`src/rtl/sram_image_pkg.sv`:
```
// Shared types and sizing helpers for the SRAM image controller.
package sram_image_pkg;

  typedef enum logic [2:0] {
    StIdle,
    StWrite,
    StFlush,
    StRdAddr,
    StRdWait,
    StRdOut,
    StDone
  } state_e;

  function automatic int unsigned pixels_per_word(input int unsigned word_w,
                                                  input int unsigned pixel_w);
    return word_w / pixel_w;
  endfunction

  // Width of an index over n items; never narrower than one bit.
  function automatic int unsigned slot_width(input int unsigned n);
    return (n > 1) ? $clog2(n) : 1;
  endfunction

endpackage

```
`src/rtl/pixel_word_packer.sv`:
```
// Word register with slot counter: packs pixels for writes, unpacks loaded words for reads.
// Slot 0 is the least significant pixel unless SRAM_IMG_MSB_FIRST_EN is defined.
module pixel_word_packer
  import sram_image_pkg::*;
#(
  parameter int unsigned PIXEL_W = 2,
  parameter int unsigned WORD_W  = 32
) (
  input  logic               i_clk,
  input  logic               i_reset,
  input  logic               i_clear,
  input  logic               i_push,
  input  logic               i_load,
  input  logic               i_advance,
  input  logic [PIXEL_W-1:0] i_pixel,
  input  logic [WORD_W-1:0]  i_word,
  output logic [WORD_W-1:0]  o_merged,
  output logic [PIXEL_W-1:0] o_pixel,
  output logic               o_last
);

  localparam int unsigned PPW    = pixels_per_word(WORD_W, PIXEL_W);
  localparam int unsigned SLOT_W = slot_width(PPW);
  localparam int unsigned POS_W  = slot_width(WORD_W);

  logic [WORD_W-1:0]  r_word;
  logic [SLOT_W-1:0]  r_slot;
  logic [POS_W-1:0]   w_pos;
  logic [WORD_W-1:0]  w_merged;

  always_comb begin
`ifdef SRAM_IMG_MSB_FIRST_EN
    w_pos = POS_W'(WORD_W - PIXEL_W) - POS_W'(r_slot) * POS_W'(PIXEL_W);
`else
    w_pos = POS_W'(r_slot) * POS_W'(PIXEL_W);
`endif
  end

  // Current word with the incoming pixel dropped into the active slot.
  always_comb begin
    w_merged = r_word;
    w_merged[w_pos +: PIXEL_W] = i_pixel;
  end

  assign o_merged = w_merged;
  assign o_pixel  = r_word[w_pos +: PIXEL_W];
  assign o_last   = (r_slot == SLOT_W'(PPW - 1));

  always_ff @(posedge i_clk) begin
    if (i_reset) begin
      r_word <= '0;
      r_slot <= '0;
    end else if (i_clear) begin
      r_word <= '0;
      r_slot <= '0;
    end else if (i_load) begin
      r_word <= i_word;
      r_slot <= '0;
    end else if (i_push) begin
      if (o_last) begin
        r_word <= '0;
        r_slot <= '0;
      end else begin
        r_word <= w_merged;
        r_slot <= r_slot + SLOT_W'(1);
      end
    end else if (i_advance) begin
      r_slot <= o_last ? '0 : r_slot + SLOT_W'(1);
    end
  end

endmodule

```
`src/rtl/sram_image_ctrl.sv`:
```
// Transfers an image between a pixel stream and a word-wide synchronous SRAM, in either direction.
// Slot order follows pixel_word_packer (SRAM_IMG_MSB_FIRST_EN selects MSB-first packing).
module sram_image_ctrl
  import sram_image_pkg::*;
#(
  parameter int unsigned PIXEL_W = 2,
  parameter int unsigned WORD_W  = 32,
  parameter int unsigned ADDR_W  = 13,
  parameter int unsigned SIZE_W  = 23
) (
  input  logic               clock,
  input  logic               reset,
  input  logic [SIZE_W-1:0]  image_size,
  input  logic [ADDR_W-1:0]  image_start_addr,
  input  logic               write_image_en,
  input  logic               write_image,
  input  logic [PIXEL_W-1:0] write_image_data,
  output logic               write_image_done,
  input  logic               read_image_en,
  output logic               read_image,
  input  logic               read_image_ready,
  output logic [PIXEL_W-1:0] read_image_data,
  output logic               read_image_done,
  output logic               sram_clock,
  output logic               sram_write,
  output logic [WORD_W-1:0]  sram_write_data,
  output logic [ADDR_W-1:0]  sram_write_addr,
  input  logic [WORD_W-1:0]  sram_read_data,
  output logic [ADDR_W-1:0]  sram_read_addr
);

  state_e             r_state;
  state_e             w_state_next;
  logic               r_is_read;
  logic [SIZE_W-1:0]  r_size;
  logic [SIZE_W-1:0]  r_pix_cnt;
  logic [SIZE_W-1:0]  w_pix_cnt_inc;
  logic [ADDR_W-1:0]  r_wr_addr;
  logic               r_sram_write;
  logic [WORD_W-1:0]  r_sram_write_data;
  logic [ADDR_W-1:0]  r_sram_write_addr;
  logic [ADDR_W-1:0]  r_sram_read_addr;

  logic               w_leave_idle;
  logic               w_final;
  logic               w_accept;
  logic               w_xfer;
  logic               w_pk_clear;
  logic               w_pk_load;
  logic [WORD_W-1:0]  w_pk_merged;
  logic [PIXEL_W-1:0] w_pk_pixel;
  logic               w_pk_last;

  assign w_pix_cnt_inc = r_pix_cnt + SIZE_W'(1);
  assign w_final       = (w_pix_cnt_inc == r_size);
  assign w_leave_idle  = (r_state == StIdle) && (w_state_next != StIdle);

  always_ff @(posedge clock) begin
    if (reset) begin
      r_state <= StIdle;
    end else begin
      r_state <= w_state_next;
    end
  end

  always_comb begin
    w_state_next = r_state;
    w_accept     = 1'b0;
    w_xfer       = 1'b0;
    w_pk_clear   = 1'b0;
    w_pk_load    = 1'b0;
    unique case (r_state)
      StIdle: begin
        w_pk_clear = 1'b1;
        if (write_image_en) begin
          w_state_next = (image_size == '0) ? StDone : StWrite;
        end else if (read_image_en) begin
          w_state_next = (image_size == '0) ? StDone : StRdAddr;
        end
      end
      StWrite: begin
        if (!write_image_en) begin
          w_state_next = StIdle;
        end else if (write_image) begin
          w_accept = 1'b1;
          if (w_final) w_state_next = StFlush;
        end
      end
      // The final word is on the SRAM port during this state.
      StFlush: begin
        w_state_next = write_image_en ? StDone : StIdle;
      end
      StRdAddr: begin
        w_state_next = read_image_en ? StRdWait : StIdle;
      end
      StRdWait: begin
        if (!read_image_en) begin
          w_state_next = StIdle;
        end else begin
          w_pk_load    = 1'b1;
          w_state_next = StRdOut;
        end
      end
      StRdOut: begin
        if (!read_image_en) begin
          w_state_next = StIdle;
        end else if (read_image_ready) begin
          w_xfer = 1'b1;
          if (w_final) begin
            w_state_next = StDone;
          end else if (w_pk_last) begin
            w_state_next = StRdAddr;
          end
        end
      end
      StDone: begin
        if (!(r_is_read ? read_image_en : write_image_en)) w_state_next = StIdle;
      end
      default: w_state_next = StIdle;
    endcase
  end

  always_ff @(posedge clock) begin
    if (reset) begin
      r_is_read         <= 1'b0;
      r_size            <= '0;
      r_pix_cnt         <= '0;
      r_wr_addr         <= '0;
      r_sram_write      <= 1'b0;
      r_sram_write_data <= '0;
      r_sram_write_addr <= '0;
      r_sram_read_addr  <= '0;
    end else begin
      r_sram_write <= 1'b0;
      if (w_leave_idle) begin
        r_is_read        <= !write_image_en;
        r_size           <= image_size;
        r_pix_cnt        <= '0;
        r_wr_addr        <= image_start_addr;
        r_sram_read_addr <= image_start_addr;
      end
      if (w_accept) begin
        r_pix_cnt <= w_pix_cnt_inc;
        // A full word, or the zero-padded tail of the image, goes out next cycle.
        if (w_pk_last || w_final) begin
          r_sram_write      <= 1'b1;
          r_sram_write_data <= w_pk_merged;
          r_sram_write_addr <= r_wr_addr;
          r_wr_addr         <= r_wr_addr + ADDR_W'(1);
        end
      end
      if (w_xfer) begin
        r_pix_cnt <= w_pix_cnt_inc;
        if (w_pk_last && !w_final) r_sram_read_addr <= r_sram_read_addr + ADDR_W'(1);
      end
    end
  end

  pixel_word_packer #(
    .PIXEL_W (PIXEL_W),
    .WORD_W  (WORD_W)
  ) u_packer (
    .i_clk     (clock),
    .i_reset   (reset),
    .i_clear   (w_pk_clear),
    .i_push    (w_accept),
    .i_load    (w_pk_load),
    .i_advance (w_xfer),
    .i_pixel   (write_image_data),
    .i_word    (sram_read_data),
    .o_merged  (w_pk_merged),
    .o_pixel   (w_pk_pixel),
    .o_last    (w_pk_last)
  );

  assign sram_clock       = clock;
  assign sram_write       = r_sram_write;
  assign sram_write_data  = r_sram_write_data;
  assign sram_write_addr  = r_sram_write_addr;
  assign sram_read_addr   = r_sram_read_addr;
  assign read_image       = (r_state == StRdOut);
  assign read_image_data  = w_pk_pixel;
  assign write_image_done = (r_state == StDone) && !r_is_read;
  assign read_image_done  = (r_state == StDone) && r_is_read;

endmodule

```
`config.mk`:
```
export PLATFORM = sky130hd
export DESIGN_NAME = sram_image_ctrl
export DESIGN_NICKNAME = d
export VERILOG_FILES = /design/src/rtl/sram_image_pkg.sv /design/src/rtl/pixel_word_packer.sv /design/src/rtl/sram_image_ctrl.sv
export SDC_FILE = /design/constraint.sdc
export NUM_CORES = 1
export LEC_CHECK = 0
export BUFFER_PORTS_ARGS = -buffer_cell sky130_fd_sc_hd__buf_2
export CAP_MARGIN = 0
export CORE_MARGIN = 1.5
export CORE_UTILIZATION = 40
export DETAILED_ROUTE_END_ITERATION = 6
export SETUP_SLACK_MARGIN = 0.15
export SLEW_MARGIN = 20
export SYNTH_ARGS = -nofsm -noshare
export SYNTH_HDL_FRONTEND = slang
export SYNTH_SLANG_ARGS = --single-unit
```
`constraint.sdc`:
```
create_clock -name clock -period 5.2 [get_ports clock]
set_input_delay 1.04 -clock clock [delete_from_list [all_inputs] [get_ports clock]]
set_output_delay 1.04 -clock clock [all_outputs]
set_load 0.02 [all_outputs]
```
# ---- After elaboration in Yosys (flattened, before gate mapping)
# Cells that the tools add are included.
dict set report op_classes {
  bitwise 1
  reduce_logical 18
  n_shift 3
  addsub 5
  n_eq_ne 8
  mux 43
}
# operator count
set op_table {}
lappend op_table {{32-bit two-way mux} 3}
lappend op_table {{13-bit two-way mux} 6}
lappend op_table {{23-bit two-way mux} 3}
lappend op_table {{3-bit two-way mux} 15}
lappend op_table {{32-bit bitwise mux} 1}
lappend op_table {{2-bit by 7-bit variable shift with 32-bit output (first input constant)} 1}
lappend op_table {{2-bit by 7-bit indexed part select with 32-bit output} 1}
lappend op_table {{32-bit by 6-bit indexed part select with 2-bit output} 1}
lappend op_table {{13-bit by 1-bit adder with 13-bit output (second input constant)} 2}
lappend op_table {{23-bit by 1-bit adder with 23-bit output (second input constant)} 1}
lappend op_table {{23-bit == test} 1}
lappend op_table {{23-bit zero test} 1}
lappend op_table {{3-bit case mux with 7 select lines} 1}
lappend op_table {{4-bit two-way mux} 3}
lappend op_table {{1-bit two-way mux} 11}
lappend op_table {{3-bit == test (second input constant)} 3}
lappend op_table {{5-bit negator with 7-bit output} 1}
lappend op_table {{3-bit by 2-bit == test with 1-bit output (second input constant)} 2}
lappend op_table {{3-bit nonzero test} 2}
lappend op_table {{4-bit by 1-bit adder with 4-bit output (second input constant)} 1}
lappend op_table {{4-bit == test (second input constant)} 1}
lappend op_table {{1-bit logical AND} 4}
lappend op_table {{2-bit nonzero test} 2}
lappend op_table {{2-bit OR reduction} 2}
lappend op_table {{7 further kinds} 9}
dict set report word_totals {
  regBits 158
  output_inout_bits 65
  input_bits 76
  word_cells 89
}

# ---- Longest topological paths before layout
# Gate-level depths: netlist of the first run.
dict set report depth {
  depth_word 11
  ltp_mapped 14
  ltp_nobuf 10
}

# ---- Modules after synthesis
# From an unflattened synthesis of the first run, not the netlist that was laid out.
dict set report unflattened {
  cells_unflattened 1160
  hier_area_um2 9213.8
}
# mod cells_per_inst area_per_inst_um2 instances seq_area_each_um2
set modules_own_cells {}
lappend modules_own_cells {sram_image_ctrl 792 6080.8 1 2442.3}
lappend modules_own_cells {pixel_word_packer 368 3133.0 1 720.7}

==> results.yml, run 1 <==
detailed_routing:
  detail-route-antenna-nets: 0
  drtPass1Iterations: 7
  drt_iter0_drc: 736
  finalWirelength_um: 26800
  vias: 8687
  wl_met1_um: 12830
  wl_per_cell_um: 17.71
  route.detailed.drc: 22
  routed-wl-met2_um: 12000
  met3_length_um: 1559
  top_layer: "met4"
  vias_per_cell: 5.742
place:
  place_area_sq_um: 9723
  hpwl_um: 18760
  place_congestion: 0.8884
  io_buffers: 140
global_route:
  grt_max_degree: 81
  gr-total-overflow: 0
  grt_usage_pct: 22.87
  grt_pass1_wl_um: 43150
  antenna_found_initial: 0
  grt_pass1_vias: 8133
synth:
  synth_seq_area_share_pct: 35.09
  synth_enable_flop_cells: 0
  synth-seq-cells: 158
  synth_area_per_cell_sq_um: 7.893
  synth_flop_cell: "dfxtp_1"
  synthCells: 1142
  ys_types: 77
  syn_area_sq_um: 9014
  syn_nets: 1225
  synth.yosys.warnings: 0
  synthArstFlopShare_pct: 0
timing:
  drv_slew: 0
  clock.fmax_mhz: 231.3
  fin_skew_ps: 15.68
  rsz0062_at_grt: "no"
  tightestPinTransition_ps: 999.7
  finalSetupViolations: 0
  setup_tns_ps: 0
  final-hold-violation-count: 0
  slew-limit-headroom_pct: 33.26
  post-route-min-period_ps: 4323
  period_share_pct: 83.14
cts:
  clk_latency_ps: 550
  cts_setup_buffers: 0
  clkSlewWorstSetupHoldPaths_ps: 70
  cts_resized: 0
  cts_tree: "yes"
  holdBufCountCts: 0
finish:
  final_cell_mix: "176 x nand2_1, 158 x dfxtp_1, 139 x buf_2"
  layout-drive-gt1-share_pct: 19.48
  syn_to_final_growth_pct: 15.64
  post-route-cell-area_sq_um: 10420
  mostFrequentLayoutCell: "nand2_1"
  layout.nets: 1302
run_status:
  violations: "design-rule violations"
  status: "complete, but fails checks"
worst_setup_path:
  worst_ep_arrival_time_ps: 4760
  crit_type: "flop to flop"
  crit_path_start_kind: "flop"
  crit_fanout: 36
  slowest_delay_ps: 740
  cp_data_required_time_ps: 5640
  critPathSlowestCell: "nor2_4"
  path_cells: "ha_1, nand3_2, a311oi_1, o21ai_1, or4b_4, nor4_4, a31oi_2, nor2_4, buf_12, nor2_1, a211oi_1"
  worst-path-buf-inv: 1
  crit_family: "simple AND/OR/NAND/NOR gates"
  critPathCaptureType: "flop"
floorplanning:
  core_area_sq_um: 21960
  initial_utilization_pct: 41.05
  ios: 141
  fp.dieW_um: 153.1
  rows: 54
  die_y_um: 153.1
  die-area_sq_um: 23440
hold_path:
  min_path_type: "flop to flop"
power_and_ir_drop:
  power.density_nw_per_um2: 304.1
  ir_drop_mv: 0.2996
  p_leak_nw: 3.933
flow_run:
  maxCapViolCount: 0
==> cells in the mapped netlist (13+ instances only) <==
cell type | count | area share [%]
a211oi_1 | 46 | 3.8
mux2_2 | 17 | 2.1
inv_1 | 15 | 0.62
nand2_1 | 176 | 7.3
and3_1 | 27 | 1.9
dfxtp_1 | 158 | 35
xnor2_1 | 15 | 1.5
clkbuf_1 | 53 | 2.2
nor4_1 | 16 | 1.1
nor3_1 | 37 | 2.1
a21oi_1 | 98 | 5.4
o21ai_0 | 30 | 1.7
mux2i_1 | 19 | 2.1
buf_2 | 19 | 1.1
nor2_1 | 110 | 4.6
buf_1 | 13 | 0.54
nand4_1 | 14 | 0.97
a31oi_1 | 24 | 1.7
a22oi_1 | 28 | 2.3
nand3_1 | 31 | 1.7
==> kinds of logic (layout without fill, tap and decap cells) <==
| family | after synthesis | after routing | share of synthesized area (%) |
|---|---|---|---|
| other | 0 | 1 | 0 |
| flip-flops | 158 | 158 | 35.09 |
| AO/OA/AOI/OAI | 298 | 298 | 21.78 |
| AND/OR/NAND/NOR | 495 | 495 | 27.17 |
| multiplexers | 46 | 46 | 6.732 |
| XOR/XNOR | 27 | 27 | 2.624 |
| adder cells (fa/ha/maj) | 7 | 7 | 0.9716 |
| buffers and inverters | 111 | 201 | 5.636 |
==> metrics by stage <==
step                      worst slack (ps)  util (%)  power (mW)  instances  hold slack [ps]
final                                876.7     47.47       3.170       1513            448.3
after global routing                 504.2     47.46       3.293       1512            474.9
after CTS                            865.4     47.43       3.192       1512            452.5
after detailed placement             947.3     44.28       1.757       1477            443.4
after global placement                1100     44.28       1.755       1477            440.2
after floorplan                       1426         -       1.621       1142            447.8
==> tightest hold or removal path, delay by kind of cell, from the launching register on <==
kind / cells / cell delay, ps
DFF: 1 / 310
and+or+nand+nor: 1 / 50
AOI/OAI and AO/OA: 1 / 50
==> cell type report <==
cell class	count	area, sq um
diodes	1	2.502
clock buffers	24	536.8
clock inverters	12	160.2
fillers	2217	11530
inverters	15	56.30
multi-input cells	873	5361
flip-flops and latches	158	3163
well taps	280	350.3
repair buffers	150	793.3
==> sequential cells by signal, indices dropped and copies added, names as in the netlist, 3 cells and up <==
register,count
sram_write_data,32
u_packer.r_word,32
r_pix_cnt,23
r_size,23
r_wr_addr,13
sram_read_addr,13
sram_write_addr,13
u_packer.r_slot,4
r_state,3
==> final timing paths <==
kind              cells after the start                from  slack (ps)                 end
hold / removal                        2  sram_write_data[6]         450  sram_write_data[6]
setup / recovery                     11        r_pix_cnt[0]         880  sram_write_data[8]
setup reg to reg                     11        r_pix_cnt[0]         880  sram_write_data[8]
hold reg to reg                       2  sram_write_data[6]         450  sram_write_data[6]
==> metal layers <==
metal,GRT usage [%],vias up
li1,-,4299
met1,31.53,4101
met2,35.84,253
met3,4.905,34
met4,6.723,0
met5,0,-
==> power breakdown <==
group | total, mW | switching, mW | internal (mW)
sequential | 1.31 | 0.0577 | 1.26
clock | 1.45 | 0.564 | 0.888
combinational | 0.403 | 0.260 | 0.143
Note: power is estimated with default switching activity, not from simulation.
==> run 2, diff against run 1 <==
==> constraint.sdc (replaced) <==
create_clock -name clock -period 4.34 [get_ports clock]
set_input_delay 0.868 -clock clock [delete_from_list [all_inputs] [get_ports clock]]
set_output_delay 0.868 -clock clock [all_outputs]
set_load 0.02 [all_outputs]
==> run 2 against run 1 <==
  * The run still ends with design-rule violations left
  * Non-clock buffer count up 8
  * Cell count rose by 0.40%
  * Via count is 0.67% higher
  * Clock power increased by 19%
  * Largest power group unchanged
==> results.yml, run 2 (synthesized netlist as in run 1, its figures left out) <==
timing:
  drv_slew: 0
  finalSetupViolations: 0
  layout_setup_ws_ps: 407.4
  holdWs_ps: 451.7
  tightestPinTransition_ps: 1019
  final-hold-violation-count: 0
  setup_tns_ps: 0
  fin_skew_ps: 15.88
  post-route-min-period_ps: 3933
  period_share_pct: 90.61
  clock.fmax_mhz: 254.3
  rsz0062_at_grt: "no"
  slew-limit-headroom_pct: 31.98
floorplanning:
  die_y_um: 153.1
  ios: 141
  fp.dieW_um: 153.1
  core_area_sq_um: 21960
  initial_utilization_pct: 41.05
  rows: 54
  die-area_sq_um: 23440
worst_setup_path:
  crit_fanout: 11
  timing.reg2reg.setup_slack_ps: 410
  critPathCaptureType: "flop"
  critPathSlowestCell: "or3_1"
  slowest_delay_ps: 620
  cp_data_required_time_ps: 4750
  crit_type: "flop to flop"
  worst-path-buf-inv: 1
  crit_family: "simple AND/OR/NAND/NOR gates"
  crit_path_start_kind: "flop"
  path_cells: "nand4_2, or3_1, nor4_4, o22ai_1, a2111oi_1, and4bb_1, buf_4, nor3_1, o31ai_1, a31oi_1"
  worst_ep_arrival_time_ps: 4340
hold_path:
  min_path_type: "flop to flop"
cts:
  cts_resized: 0
  clk_latency_ps: 550
  cts_setup_buffers: 0
  holdBufCountCts: 0
  cts_tree: "yes"
  clkSlewWorstSetupHoldPaths_ps: 70
global_route:
  grt_pass1_vias: 8102
  met2_usage_pct: 34.91
  grt_pass1_wl_um: 43390
  antenna_found_initial: 0
  top_usage_layer: "met2"
  use_met1_pct: 32.48
  gr-total-overflow: 0
  grt_max_degree: 70
  met3_usage_pct: 4.678
  grt_usage_pct: 22.79
run_status:
  violations: "design-rule violations"
  status: "complete, but fails checks"
power_and_ir_drop:
  power.density_nw_per_um2: 361.3
  ir_drop_mv: 0.3619
  p_leak_nw: 3.964
finish:
  fin_util_pct: 47.77
  layout.nets: 1310
  mostFrequentLayoutCell: "nand2_1"
  final_cell_mix: "176 x nand2_1, 158 x dfxtp_1, 139 x buf_2"
  antenna_cells: 0
  regArea_sq_um: 3163
  nFillCells: 2181
  syn_to_final_growth_pct: 16.38
  multi_input_area_sq_um: 5370
  layout-drive-gt1-share_pct: 19.85
flow_run:
  maxCapViolCount: 0
detailed_routing:
  wl_per_cell_um: 17.51
  drtPass1Iterations: 7
  drt_iter0_drc: 758
  vias: 8745
  finalWirelength_um: 26600
  route.detailed.drc: 11
  vias_per_cell: 5.757
  detail-route-antenna-nets: 0
place:
  post-place-ws_ps: 466.6
  io_buffers: 140
  hpwl_um: 18840
  place_congestion: 0.8799
[run 2: changes by cell type in the layout (fill, tap and decap cells not counted), sizes merged]
cell	change
buf	+8
clkinv	-4
clkinvlp	+1
diode	-1
inv	+2
[run 2: worst reg2reg max path, cell delays in order (launching register included)]
cell and delay (ps):
dfxtp_1 540, nand4_2 340, or3_1 630, nor4_4 330
o22ai_1 100, a2111oi_1 610, and4bb_1 600, buf_4 270
nor3_1 60, o31ai_1 200, a31oi_1 110
[run 2: cell type report]
| cell class | count | area share (%) |
|---|---|---|
| inverter | 15 | 0.5367 |
| clock inverter | 11 | 1.503 |
| tap | 280 | 3.340 |
| sequential | 158 | 30.15 |
| multi-input combinational | 873 | 51.19 |
| timing repair buffer | 158 | 8.254 |
| clock buffer | 24 | 5.021 |
[run 2: final timing paths]
kind	startpoint	end	depth (start not counted)
hold / removal	sram_write_data[14]	sram_write_data[14]	2
setup reg to reg	r_pix_cnt[2]	sram_read_addr[7]	10
hold reg to reg	sram_write_data[14]	sram_write_data[14]	2
setup / recovery	r_pix_cnt[2]	sram_read_addr[7]	10
[run 2: power breakdown]
| group | leakage [nW] | internal (mW) | total, mW | switching [mW] |
|---|---|---|---|---|
| logic | 2.35 | 0.173 | 0.484 | 0.311 |
| registers | 1.28 | 1.51 | 1.57 | 0.0678 |
| clock network | 0.329 | 1.05 | 1.73 | 0.682 |
| total | 3.96 | 2.73 | 3.79 | 1.06 |
[run 2: per-stage QoR]
stage,power [mW],instances,cell area (sq um)
2_1_floorplan,1.942,1142,9014
3_3_place_gp,2.104,1485,9796
3_5_place_dp,2.106,1485,9796
4_1_cts,3.809,1519,10480
5_1_grt,3.938,1519,10490
6_report,3.790,1519,10490
[run 2: routing by layer]
layer	up-vias	wire [um]
met5	-	0
met4	0	321
met3	24	1526
met2	276	11840
met1	4114	12910
li1	4331	-
==> run 3, diff against run 2 <==
--- a/config.mk
+++ b/config.mk
@@ -8,8 +8,10 @@
 export BUFFER_PORTS_ARGS = -buffer_cell sky130_fd_sc_hd__buf_2
 export CAP_MARGIN = 0
 export CORE_MARGIN = 1.5
-export CORE_UTILIZATION = 40
+export CORE_UTILIZATION = 58
+export CTS_CLUSTER_DIAMETER = 80
 export DETAILED_ROUTE_END_ITERATION = 6
+export PLACE_DENSITY = 0.81
 export SETUP_SLACK_MARGIN = 0.15
 export SLEW_MARGIN = 20
 export SYNTH_ARGS = -nofsm -noshare
==> run 3 against run 2 <==
  * Cell count decreased by 6.2%
  * Fmax grew 1.4%
  * Global-route usage rose by 9.1 points
  * Sequential share of layout area is 0.29 points higher
  * Combinational power about the same
  * Setup slack improved by 52 ps
  * Largest power group unchanged
  * Critical path depth is 1 higher
  * Hold slack got worse by 2.6 ps
  * Non-clock buffer count decreased by 3
  * The run still ends with design-rule violations left
  * Sequential power about the same
  * Utilization rose by 21 points
==> results.yml, run 3 (synthesized netlist as in run 1, its figures left out) <==
power_and_ir_drop:
  p_leak_nw: 3.980
  swShare_pct: 27.70
  intPower_mw: 2.847
  clkPwrFrac_pct: 47.8
  power.density_nw_per_um2: 379.1
  ir_drop_mv: 0.3357
  finalPower_mw: 3.938
  combPwrFrac_pct: 12.2
  seq_power_share_pct: 40.0
  p_switching_mw: 1.091
finish:
  layout.nets: 1307
  antenna_cells: 0
  layoutNonFillerInstCount: 1425
  post-route-cell-area_sq_um: 10390
  mostFrequentLayoutCell: "nand2_1"
  final_cell_mix: "176 x nand2_1, 158 x dfxtp_1, 139 x buf_2"
  layout-drive-gt1-share_pct: 19.81
  fin_util_pct: 68.34
  syn_to_final_growth_pct: 15.26
timing:
  clock.fmax_mhz: 257.7
  layout_setup_ws_ps: 459.9
  setup_tns_ps: 0
  tightestPinTransition_ps: 1114
  final-hold-violation-count: 0
  slew-limit-headroom_pct: 25.36
  holdWs_ps: 449.2
  finalSetupViolations: 0
  drv_slew: 0
  post-route-min-period_ps: 3880
  rsz0062_at_grt: "no"
  fin_skew_ps: 10.78
  period_share_pct: 89.40
worst_setup_path:
  reg2reg_from: "r_pix_cnt[0]"
  crit_fanout: 48
  cp_data_required_time_ps: 4790
  crit_end: "sram_write_data[25]"
  crit_path_start_kind: "flop"
  timing.rr.end: "sram_write_data[25]"
  timing.reg2reg.setup_slack_ps: 460
  critPathCaptureType: "flop"
  startpoint: "r_pix_cnt[0]"
  crit_type: "flop to flop"
  worst_ep_arrival_time_ps: 4330
  reg2reg_depth: 11
place:
  place_area_sq_um: 9633
  place_congestion: 0.9558
  hpwl_um: 17600
  post-place-ws_ps: 536.7
  placed_cells_incl_taps: 1390
  io_buffers: 140
detailed_routing:
  finalWirelength_um: 25640
  vias_per_cell: 6.392
  detail-route-antenna-nets: 0
  drt_iter0_drc: 861
  route.detailed.drc: 1
  vias: 9108
  wl_per_cell_um: 17.99
  drtPass1Iterations: 7
global_route:
  grt_pass1_wl_um: 42060
  grt_usage_pct: 31.91
  grt_max_degree: 71
  gr-total-overflow: 0
  antenna_found_initial: 0
  grt_pass1_vias: 8360
cts:
  cts_tree: "yes"
  cts_resized: 0
  cts_setup_buffers: 0
  clkSlewWorstSetupHoldPaths_ps: 70
  clk_latency_ps: 540
  holdBufCountCts: 0
floorplanning:
  die-area_sq_um: 16300
  ios: 141
  initial_utilization_pct: 59.29
  die_y_um: 127.7
  fp.dieW_um: 127.7
  rows: 45
  core_area_sq_um: 15200
run_status:
  violations: "design-rule violations"
  status: "complete, but fails checks"
hold_path:
  hold_path_depth: 2
  min_path_type: "flop to flop"
flow_run:
  maxCapViolCount: 0
## run 3: cell count changes in the layout (fill, tap and decap cells not counted), moves of 2 or more
cell | before | now
buf_12 | 2 | 0
inv_8 | 0 | 3
clkinv_4 | 3 | 1
clkinv_8 | 0 | 2
bufinv_16 | 3 | 5
clkbuf_1 | 2 | 0
## run 3: layout make-up
type	count	area, sq um
Clock inverter	15	255.2
Fill cell	1300	4813
Timing Repair Buffer	155	818.3
Clock buffer	21	505.5
Inverter	15	56.30
Sequential cell	158	3163
Tap cell	188	235.2
Multi-Input combinational cell	873	5355
## run 3: worst min-delay path by stage
stage | startpoint | to
after CTS | sram_write_data[26] | sram_write_data[26]
after floorplan | r_size[11] | r_size[11]
after detailed placement | sram_write_data[15] | sram_write_data[15]
final | sram_write_addr[3] | sram_write_addr[3]
after global placement | sram_write_data[22] | sram_write_data[22]
after global routing | sram_write_data[26] | sram_write_data[26]
## run 3: critical path, cell delays in order, from the launching register on
cell and delay (ps):
dfxtp_1 510, ha_1 320, nand3_2 250, a311oi_1 340
o21ai_1 120, or4b_4 570, nor4_4 320, a31oi_2 340
nor2_4 190, buf_4 440, nor2_1 120, a211oi_2 250
## run 3: per-layer routing
layer,vias up,global-route usage (%),share of wire [%]
li1,4328,-,-
met4,0,12.10,2.3
met3,48,6.720,8.4
met2,442,48.68,45
met5,-,0,0
met1,4290,44.49,44
## run 3: power groups by stage
stage,sequential (mW),combinational (mW),clock (mW)
6_report,1.58,0.481,1.88
4_1_cts,1.57,0.473,1.89
5_1_grt,1.58,0.530,1.96
2_1_floorplan,1.60,0.320,0.0269
3_5_place_dp,1.60,0.470,0.0215
3_3_place_gp,1.60,0.465,0.0215
